--- config.mk ---
export PLATFORM = sky130hd
export DESIGN_NAME = phase_frame_scheduler
export DESIGN_NICKNAME = d
export VERILOG_FILES = /design/src/rtl/phase_sched_pkg.sv /design/src/rtl/phase_bank.sv /design/src/rtl/phase_frame_scheduler.sv
export SDC_FILE = /design/constraint.sdc
export NUM_CORES = 2
export LEC_CHECK = 0
export CORE_AREA = 2 2 469 471
export CTS_CLUSTER_SIZE = 24
export DETAILED_ROUTE_END_ITERATION = 8
export DIE_AREA = 0 0 471 473
export PLACE_DENSITY = 0.61
export SYNTH_ARGS = -nofsm -noshare
export SYNTH_HDL_FRONTEND = slang
export SYNTH_SLANG_ARGS = --single-unit
--- constraint.sdc ---
create_clock -name clk -period 4.5 [get_ports clk]
set_clock_uncertainty 0.05 [all_clocks]
set_input_delay 1.125 -clock clk [delete_from_list [all_inputs] [get_ports clk]]
set_output_delay 1.125 -clock clk [all_outputs]
set_load 0.005 [all_outputs]
--- src/rtl/phase_sched_pkg.sv ---
// Shared types and sizing helpers for the phase frame scheduler and its phase bank.
package phase_sched_pkg;

   typedef enum logic [1:0] {
      IDLE   = 2'd0,
      LOAD   = 2'd1,
      ARMED  = 2'd2,
      COMMIT = 2'd3
   } state_t;

   localparam int FRAME_CNT_W = 16;

   // Channel index width; a single channel still needs one index bit.
   function automatic int ch_w(input int n);
      return (n > 1) ? $clog2(n) : 1;
   endfunction

endpackage

--- src/rtl/phase_bank.sv ---
// Shadow/active phase storage with a written-channel mask and single-cycle
// copy of the whole shadow bank into the active bank on commit.
module phase_bank
   import phase_sched_pkg::*;
#(
   parameter int NUM_CHANNELS = 128,
   parameter int CLK_CNT_W    = 8,
   localparam int CH_W        = ch_w(NUM_CHANNELS)
) (
   input  logic                    clk,
   input  logic                    rst,
   input  logic                    wr_en,
   input  logic [CH_W-1:0]         wr_channel,
   input  logic [CLK_CNT_W-1:0]    wr_phase,
   input  logic                    commit,
   output logic [CLK_CNT_W-1:0]    active [NUM_CHANNELS],
   output logic [NUM_CHANNELS-1:0] mask
);

   logic [CLK_CNT_W-1:0] shadow [NUM_CHANNELS];

   // Shadow is never cleared on commit so unwritten channels carry forward.
   always_ff @(posedge clk) begin
      if (rst) begin
         for (int i = 0; i < NUM_CHANNELS; i++) begin
            shadow[i] <= '0;
            active[i] <= '0;
         end
         mask <= '0;
      end else begin
         if (wr_en) begin
            shadow[wr_channel] <= wr_phase;
            mask[wr_channel]   <= 1'b1;
         end
         if (commit) begin
            active <= shadow;
            mask   <= '0;
         end
      end
   end

endmodule

--- src/rtl/phase_frame_scheduler.sv ---
// Collects per-channel phase writes into a shadow bank and commits a whole
// frame to the PWM array only at a PWM period boundary.
// Optional frame watchdog (mute after idle periods) is built when FRAME_WATCHDOG_EN is defined.
module phase_frame_scheduler
   import phase_sched_pkg::*;
#(
   parameter int NUM_CHANNELS = 128,
   parameter int CLK_CNT_W    = 8,
   parameter int CLK_CNT_MAX  = 249,
`ifdef FRAME_WATCHDOG_EN
   parameter int WDOG_PERIODS = 40000,
   parameter int WDOG_W       = 16,
`endif
   localparam int CH_W        = ch_w(NUM_CHANNELS)
) (
   input  logic                    clk,
   input  logic                    rst,
   input  logic [CLK_CNT_W-1:0]    cnt,
   input  logic                    wr_valid,
   output logic                    wr_ready,
   input  logic [CH_W-1:0]         wr_channel,
   input  logic [CLK_CNT_W-1:0]    wr_phase,
   input  logic                    wr_last,
   input  logic                    err_clr,
   output logic [CLK_CNT_W-1:0]    phases [NUM_CHANNELS],
   output logic [NUM_CHANNELS-1:0] pwm_en,
   output logic                    commit_pulse,
   output logic                    frame_pending,
   output logic [FRAME_CNT_W-1:0]  frame_cnt,
   output logic                    err_chan,
   output logic                    mute
);

   state_t state;
   state_t state_nxt;

   logic                    boundary;
   logic                    chan_bad;
   logic                    accept;
   logic                    commit_go;
   logic [NUM_CHANNELS-1:0] mask;
   logic [NUM_CHANNELS-1:0] pwm_en_r;
   logic [FRAME_CNT_W-1:0]  frame_cnt_r;
   logic                    err_chan_r;
   logic                    mute_s;

   assign boundary = (cnt == CLK_CNT_W'(CLK_CNT_MAX));
   assign chan_bad = ({1'b0, wr_channel} >= (CH_W + 1)'(NUM_CHANNELS));
   assign accept   = wr_valid && wr_ready;

   // State register.
   always_ff @(posedge clk) begin
      if (rst) begin
         state <= IDLE;
      end else begin
         state <= state_nxt;
      end
   end

   // Next-state and state-decoded handshake/status outputs.
   always_comb begin
      state_nxt     = state;
      wr_ready      = 1'b0;
      frame_pending = 1'b0;
      commit_pulse  = 1'b0;
      commit_go     = 1'b0;
      case (state)
         IDLE, LOAD: begin
            wr_ready = !rst;
            if (wr_valid && !rst) begin
               state_nxt = wr_last ? ARMED : LOAD;
            end else begin
               state_nxt = state;
            end
         end
         ARMED: begin
            frame_pending = 1'b1;
            // The wr_last cycle is spent in IDLE/LOAD, so it can never be taken as a boundary here.
            if (boundary) begin
               state_nxt = COMMIT;
               commit_go = 1'b1;
            end else begin
               state_nxt = ARMED;
            end
         end
         COMMIT: begin
            commit_pulse = 1'b1;
            state_nxt    = IDLE;
         end
         default: begin
            state_nxt = IDLE;
         end
      endcase
   end

   phase_bank #(
      .NUM_CHANNELS (NUM_CHANNELS),
      .CLK_CNT_W    (CLK_CNT_W)
   ) u_bank (
      .clk        (clk),
      .rst        (rst),
      .wr_en      (accept && !chan_bad),
      .wr_channel (wr_channel),
      .wr_phase   (wr_phase),
      .commit     (commit_go),
      .active     (phases),
      .mask       (mask)
   );

   // Frame counter, cumulative channel enables and sticky channel error.
   always_ff @(posedge clk) begin
      if (rst) begin
         frame_cnt_r <= '0;
         pwm_en_r    <= '0;
         err_chan_r  <= 1'b0;
      end else begin
         if (commit_go) begin
            frame_cnt_r <= frame_cnt_r + 16'd1;
            pwm_en_r    <= pwm_en_r | mask;
         end
         // A fresh error outranks a simultaneous clear.
         if (accept && chan_bad) begin
            err_chan_r <= 1'b1;
         end else if (err_clr) begin
            err_chan_r <= 1'b0;
         end
      end
   end

`ifdef FRAME_WATCHDOG_EN
   localparam logic [WDOG_W-1:0] WDOG_LIMIT = WDOG_W'(WDOG_PERIODS);

   logic [WDOG_W-1:0] wdog_cnt;
   logic              mute_r;

   // Boundaries since the last commit; saturates and mutes at the limit.
   always_ff @(posedge clk) begin
      if (rst) begin
         wdog_cnt <= '0;
         mute_r   <= 1'b0;
      end else if (commit_go) begin
         wdog_cnt <= '0;
         mute_r   <= 1'b0;
      end else if (boundary && (wdog_cnt != WDOG_LIMIT)) begin
         wdog_cnt <= wdog_cnt + WDOG_W'(1);
         mute_r   <= (wdog_cnt == (WDOG_LIMIT - WDOG_W'(1)));
      end
   end

   assign mute_s = mute_r;
`else
   assign mute_s = 1'b0;
`endif

   assign mute      = mute_s;
   assign pwm_en    = mute_s ? '0 : pwm_en_r;
   assign frame_cnt = frame_cnt_r;
   assign err_chan  = err_chan_r;

endmodule

After elaboration in Yosys (flattened, before gate mapping)

Cells that the tools add are included.

Bits in registers: 2322
Bits of input ports: 28
Output and inout port bits: 1173
Word-level logic and storage cells: 295

Add/subtract/negate cells: 1
$lt $le $gt $ge: 4
Eq/ne operators: 5
Multiplexer cells: 14
Bitwise operators: 3
Reductions and logical operators: 8

Operators by type and width:

| operator                                                                             | number |
|---|---|
| 1024-bit bitwise mux                                                                 | 1 |
| 128-bit bitwise OR                                                                   | 2 |
| 8-bit demux with 7-bit select                                                        | 1 |
| 16-bit by 1-bit adder with 16-bit output (second input constant)                     | 1 |
| 8-bit equality test (second input constant)                                          | 1 |
| 8-bit greater-or-equal comparator (second input constant)                            | 1 |
| 7-bit by 8-bit < comparator with 1-bit output (second input constant)                | 1 |
| 8-bit by 1-bit < comparator with 1-bit output (second input constant)                | 1 |
| 8-bit 2-to-1 mux                                                                     | 1 |
| 7-bit inverter with 8-bit output                                                     | 1 |
| 1-bit demux with 7-bit select                                                        | 1 |
| 7-bit by 1-bit greater-or-equal comparator with 1-bit output (second input constant) | 1 |
| 1-bit 2-to-1 mux                                                                     | 7 |
| 2-bit case mux with 3 select lines                                                   | 1 |
| 2-bit equality test (second input constant)                                          | 2 |
| 1-bit logical AND                                                                    | 4 |
| 2-bit 2-to-1 mux                                                                     | 2 |
| 2-bit OR reduction                                                                   | 2 |
| 2-bit by 1-bit equality test with 1-bit output (second input constant)               | 1 |
| 2-bit logical NOT                                                                    | 1 |
| 2-bit != test (second input constant)                                                | 1 |
| 1-bit logical NOT                                                                    | 1 |

Longest topological paths before layout

Word-level depth: 6
Gate-level depth with buffers: 9
Gate-level depth less buffers: 5

Hierarchy

A second synthesis with hierarchy kept.

Cell total of the unflattened synthesis: 7773
Area total of the unflattened synthesis: 83592.7 µm²

Modules (own cells, without submodules):

| module                | instances | cells each | area an instance (µm²) | seq. area each (µm²) |
|---|---|---|---|---|
| phase_bank            | 1         | 7248       | 78863.1                | 43561.8 |
| phase_frame_scheduler | 1         | 525        | 4729.5                 | 2922.8 |

Worst setup path before layout

No wires, ideal clock.

Path type: input-to-output
Start point: input port rst
End point: output port wr_ready
Arrival: 1.934 ns
Data required time: 3.325 ns
Slack: 1.391 ns
Cell stages on the path: 4
Path buffers: 3
Cells stage by stage: buf_2 > clkbuf_1 > buf_1 > nor2_1

Longest elaborated chain between the ends: 2

Ends and longest elaborated chain:

| element           | RTL line                    | text |
|---|---|---|
| from (decl)       | phase_frame_scheduler.sv:17 | `input logic rst,` |
| 1-bit logical NOT | phase_frame_scheduler.sv:69 | `wr_ready = !rst;` |
| 1-bit 2-to-1 mux  | phase_frame_scheduler.sv:67 | `case (state)` |
| to (decl)         | phase_frame_scheduler.sv:20 | `output logic wr_ready,` |

Every way passes these cells.

Worst setup path after layout

Start point: register state[1]
End point: output port commit_pulse

Longest elaborated chain between the ends: 2

Ends and longest elaborated chain:

| element                | RTL line                    | text |
|---|---|---|
| from (decl)            | phase_frame_scheduler.sv:34 | `state_t state;` |
| from (signal assigned) | phase_frame_scheduler.sv:56 | `state <= state_nxt;` |
| 2-bit equality test    | phase_frame_scheduler.sv:67 |  |
| 1-bit 2-to-1 mux       | phase_frame_scheduler.sv:67 |  |
| to (decl)              | phase_frame_scheduler.sv:27 | `output logic commit_pulse,` |

Every way passes these cells.

==> flow_summary.json <==
{
  "clkPwrFrac_pct": 47.9,
  "grt_max_degree": 246,
  "r2r_slack_ns": 1.80,
  "setup_viol": 0,
  "yosysMostFrequentCell": "dfxtp_1",
  "drt-total-wl_microns": 277900,
  "worstSetupEndpointType": "primary output",
  "fin_crit_ns": 3.801,
  "ys_seq_elements": 2322,
  "final_cell_count_no_fill": 12911,
  "cts_root_buf": "clkbuf_16",
  "cts_setup_buffers": 0,
  "worst_path_max_delay_cell": "dfxtp_1",
  "cts_resized": 0,
  "p_seq_share_pct": 49.8,
  "antenna_found_initial": 10,
  "internal_power_mw": 32.26,
  "fp.dieW_microns": 471,
  "hold_path_end": "u_bank.active[323]$_SDFFE_PP0P_",
  "synth_edf_count": 0,
  "wl_per_cell_microns": 21.52,
  "crit_path_max_incr_delay_ns": 0.61,
  "crit_path_max_fanout": 10,
  "synth_top_cells_by_count": "dfxtp_1, nand2_1, a21oi_1",
  "p_per_area_mw_per_mm2": 399.9,
  "start_util_pct": 36.98,
  "finalPower_mw": 41.33,
  "min_path_type": "register to register",
  "synth_area_per_cell_sq_um": 8.979,
  "io_buffers": 1197,
  "drcViolationCount": 0,
  "grt_pass1_wl_microns": 401600,
  "clk_latency_ns": 0.90,
  "rr_endpoint": "u_bank.shadow[396]$_SDFFE_PP0P_",
  "dieArea_sq_mm": 0.2228,
  "pre_cts_slack_ns": 0.5042,
  "viasPerCell": 5.008,
  "maxSlewHeadroom_pct": 13.91,
  "drt-initial-drc-count": 5049,
  "hold_viol": 0,
  "finalSetupTns_ns": 0,
  "synth.cell_area_sq_mm": 0.08070,
  "crit_required_ns": 3.32,
  "first_pass_iters": 6,
  "p_leak_nw": 40.25,
  "drtAntennaViolNets": 0,
  "finalCritPeriodShare_pct": 84.46,
  "fp-row-count": 172,
  "p_sw_mw": 9.064,
  "swShare_pct": 21.93,
  "critical_path.top_delay_family": "flip-flops",
  "synthFlopType": "dfxtp_1",
  "fp.coreArea_sq_mm": 0.2182,
  "cp_data_arrival_time_ns": 2.63,
  "nNetsFinal": 9874,
  "grt_setup_unrepaired": "false",
  "outcome": "finished clean",
  "ctsHtreeMaxLevel": 4,
  "slew_violations": 0,
  "synth_area_leader_cell": "dfxtp_1",
  "hold_start": "u_bank.shadow[323]$_SDFFE_PP0P_",
  "setup_ws_ns": 0.6992,
  "die_h_microns": 473,
  "yosysTopAreaCellShare_pct": 57.60,
  "ys_async_sr_fraction_pct": 0,
  "final_area_sq_mm": 0.1033,
  "io_pins": 1201,
  "ys_seq_area_share_pct": 57.60,
  "fin_util_pct": 47.36,
  "dr_total_vias": 64658,
  "drive_gt1_share_pct": 6.598,
  "grt_pass1_vias": 60319,
  "min_path_cells": 2,
  "maxCapViolCount": 0,
  "area_growth_syn_to_layout_pct": 28.05,
  "ir_drop_v": 0.0004077,
  "cts_buffers": 231,
  "yosys-top-cells-area": "dfxtp_1, mux2i_1, nand2_1",
  "critPathLaunchType": "register",
  "timing_worst_slew_pin_value_ns": 1.291,
  "cts_buffer_depth": 3,
  "synthDistinctLibCells": 52,
  "grt_usage_pct": 23.80,
  "cts_tree": "built",
  "path_cells": "and2_1 -> clkdlybuf4s50_1",
  "cts.sink_count": 2322,
  "grt_overflow": 0,
  "r2r_cells": 5,
  "hold_ws_ns": 0.3644,
  "yosysWarnings": 0,
  "dpl_cell_area_sq_mm": 0.09544,
  "crit_type": "register to primary output",
  "r2r-start": "state[1]$_SDFFE_PP0P_",
  "n_fill_cell": 20631,
  "cts.reportedPaths.clkPinSlew_ns": 0.06,
  "cts_hold_buffers": 0,
  "power_frac_comb_pct": 2.3,
  "dp.cells": 12483,
  "max_freq_ghz": 0.2631,
  "place.gp.congestion": 0.8227,
  "hpwlAfterDp_microns": 177400,
  "timing.critical_path.buf_inv": 1,
  "synthCells": 8988
}
[power by group through the flow]
stage / sequential, mW / combinational [mW] / clock [mW]
after CTS: 20.6 / 0.965 / 20.2
after global routing: 20.6 / 1.00 / 21.0
after global placement: 21.0 / 0.959 / 0
after detailed placement: 21.0 / 0.965 / 0
after floorplan: 21.0 / 0.525 / 0
final: 20.6 / 0.954 / 19.8
[worst max path at each step]
| stage | start | to | slack [ns] | cells after the start |
|---|---|---|---|---|
| 2_1_floorplan | rst | wr_ready | 1.39 | 4 |
| 3_3_place_gp | wr_valid | u_bank.shadow[266]$_SDFFE_PP0P_ | 0.54 | 5 |
| 3_5_place_dp | wr_channel[4] | u_bank.shadow[343]$_SDFFE_PP0P_ | 0.50 | 5 |
| 4_1_cts | state[1]$_SDFFE_PP0P_ | commit_pulse | 0.61 | 2 |
| 5_1_grt | state[1]$_SDFFE_PP0P_ | commit_pulse | 0.61 | 2 |
| 6_report | state[1]$_SDFFE_PP0P_ | commit_pulse | 0.70 | 2 |
[logic make-up (layout without fill, tap and decap cells)]
logic type | Yosys count | in the layout | synth area share, %
multiplexers | 1024 | 1024 | 12.70
buffers and inverters | 883 | 1928 | 4.708
AND/OR/NAND/NOR | 3483 | 3483 | 17.02
AO/OA/AOI/OAI | 1271 | 1271 | 7.924
flip-flops | 2322 | 2322 | 57.60
other | 1 | 8 | 0.004647
adder cells (fa/ha/maj) | 1 | 1 | 0.01550
XOR/XNOR | 3 | 3 | 0.03256
[layout make-up]
| type | count | area, sq um | area share [%] |
|---|---|---|---|
| clock buffer | 347 | 6934 | 6.710 |
| antenna | 6 | 15.01 | 0.01453 |
| tap | 2871 | 3592 | 3.476 |
| timing repair buffer | 1411 | 14330 | 13.87 |
| multi-input combinational | 5784 | 30670 | 29.68 |
| sequential | 2322 | 46480 | 44.98 |
| clock inverter | 75 | 953.4 | 0.9226 |
| inverter | 95 | 356.6 | 0.3451 |
[flip-flops by register name, summed over array words and instances, names as in the netlist]
signal and cells:
frame_cnt 16, pwm_en 128, state 2, u_bank.active 1024, u_bank.mask 128, u_bank.shadow 1024
[layout by cell type (no fill, tap or decap), types with 5 or more instances in the layout]
cell             Yosys  final
clkdlybuf4s50_1      0   1184
nor3b_2              0     12
nand2_1           2056   2055
buf_4               22    155
a21oi_1           1258   1258
diode_2              0      6
o31ai_1              5      5
nor2_1            1230   1229
mux2i_1           1024   1024
nand3_1             96     95
nor3_4               7      7
buf_6               11      8
nand4_1              6      6
clkbuf_8             0     59
nor3_2               3     18
inv_1               95     95
inv_6                0      7
buf_12               1     59
bufinv_16            0     16
clkbuf_16            0    237
or4_1                6      6
dfxtp_1           2322   2322
clkinvlp_4           0      6
clkbuf_1           496     51
clkinv_2             0     37
[metal layers]
layer | routed length [microns] | track usage (%) | vias up
met5 | 23 | 0 | -
met4 | 11880 | 10.06 | 4
met3 | 23110 | 7.224 | 431
met2 | 124200 | 37.02 | 2084
met1 | 118700 | 30.53 | 31292
li1 | - | - | 30847
[worst min-delay path, cell delays in order (launching register included)]
cell	delay [ns]
dfxtp_1	0.31
nand2_1	0.05
a21oi_1	0.05
Note: power is estimated with default switching activity, not from simulation.
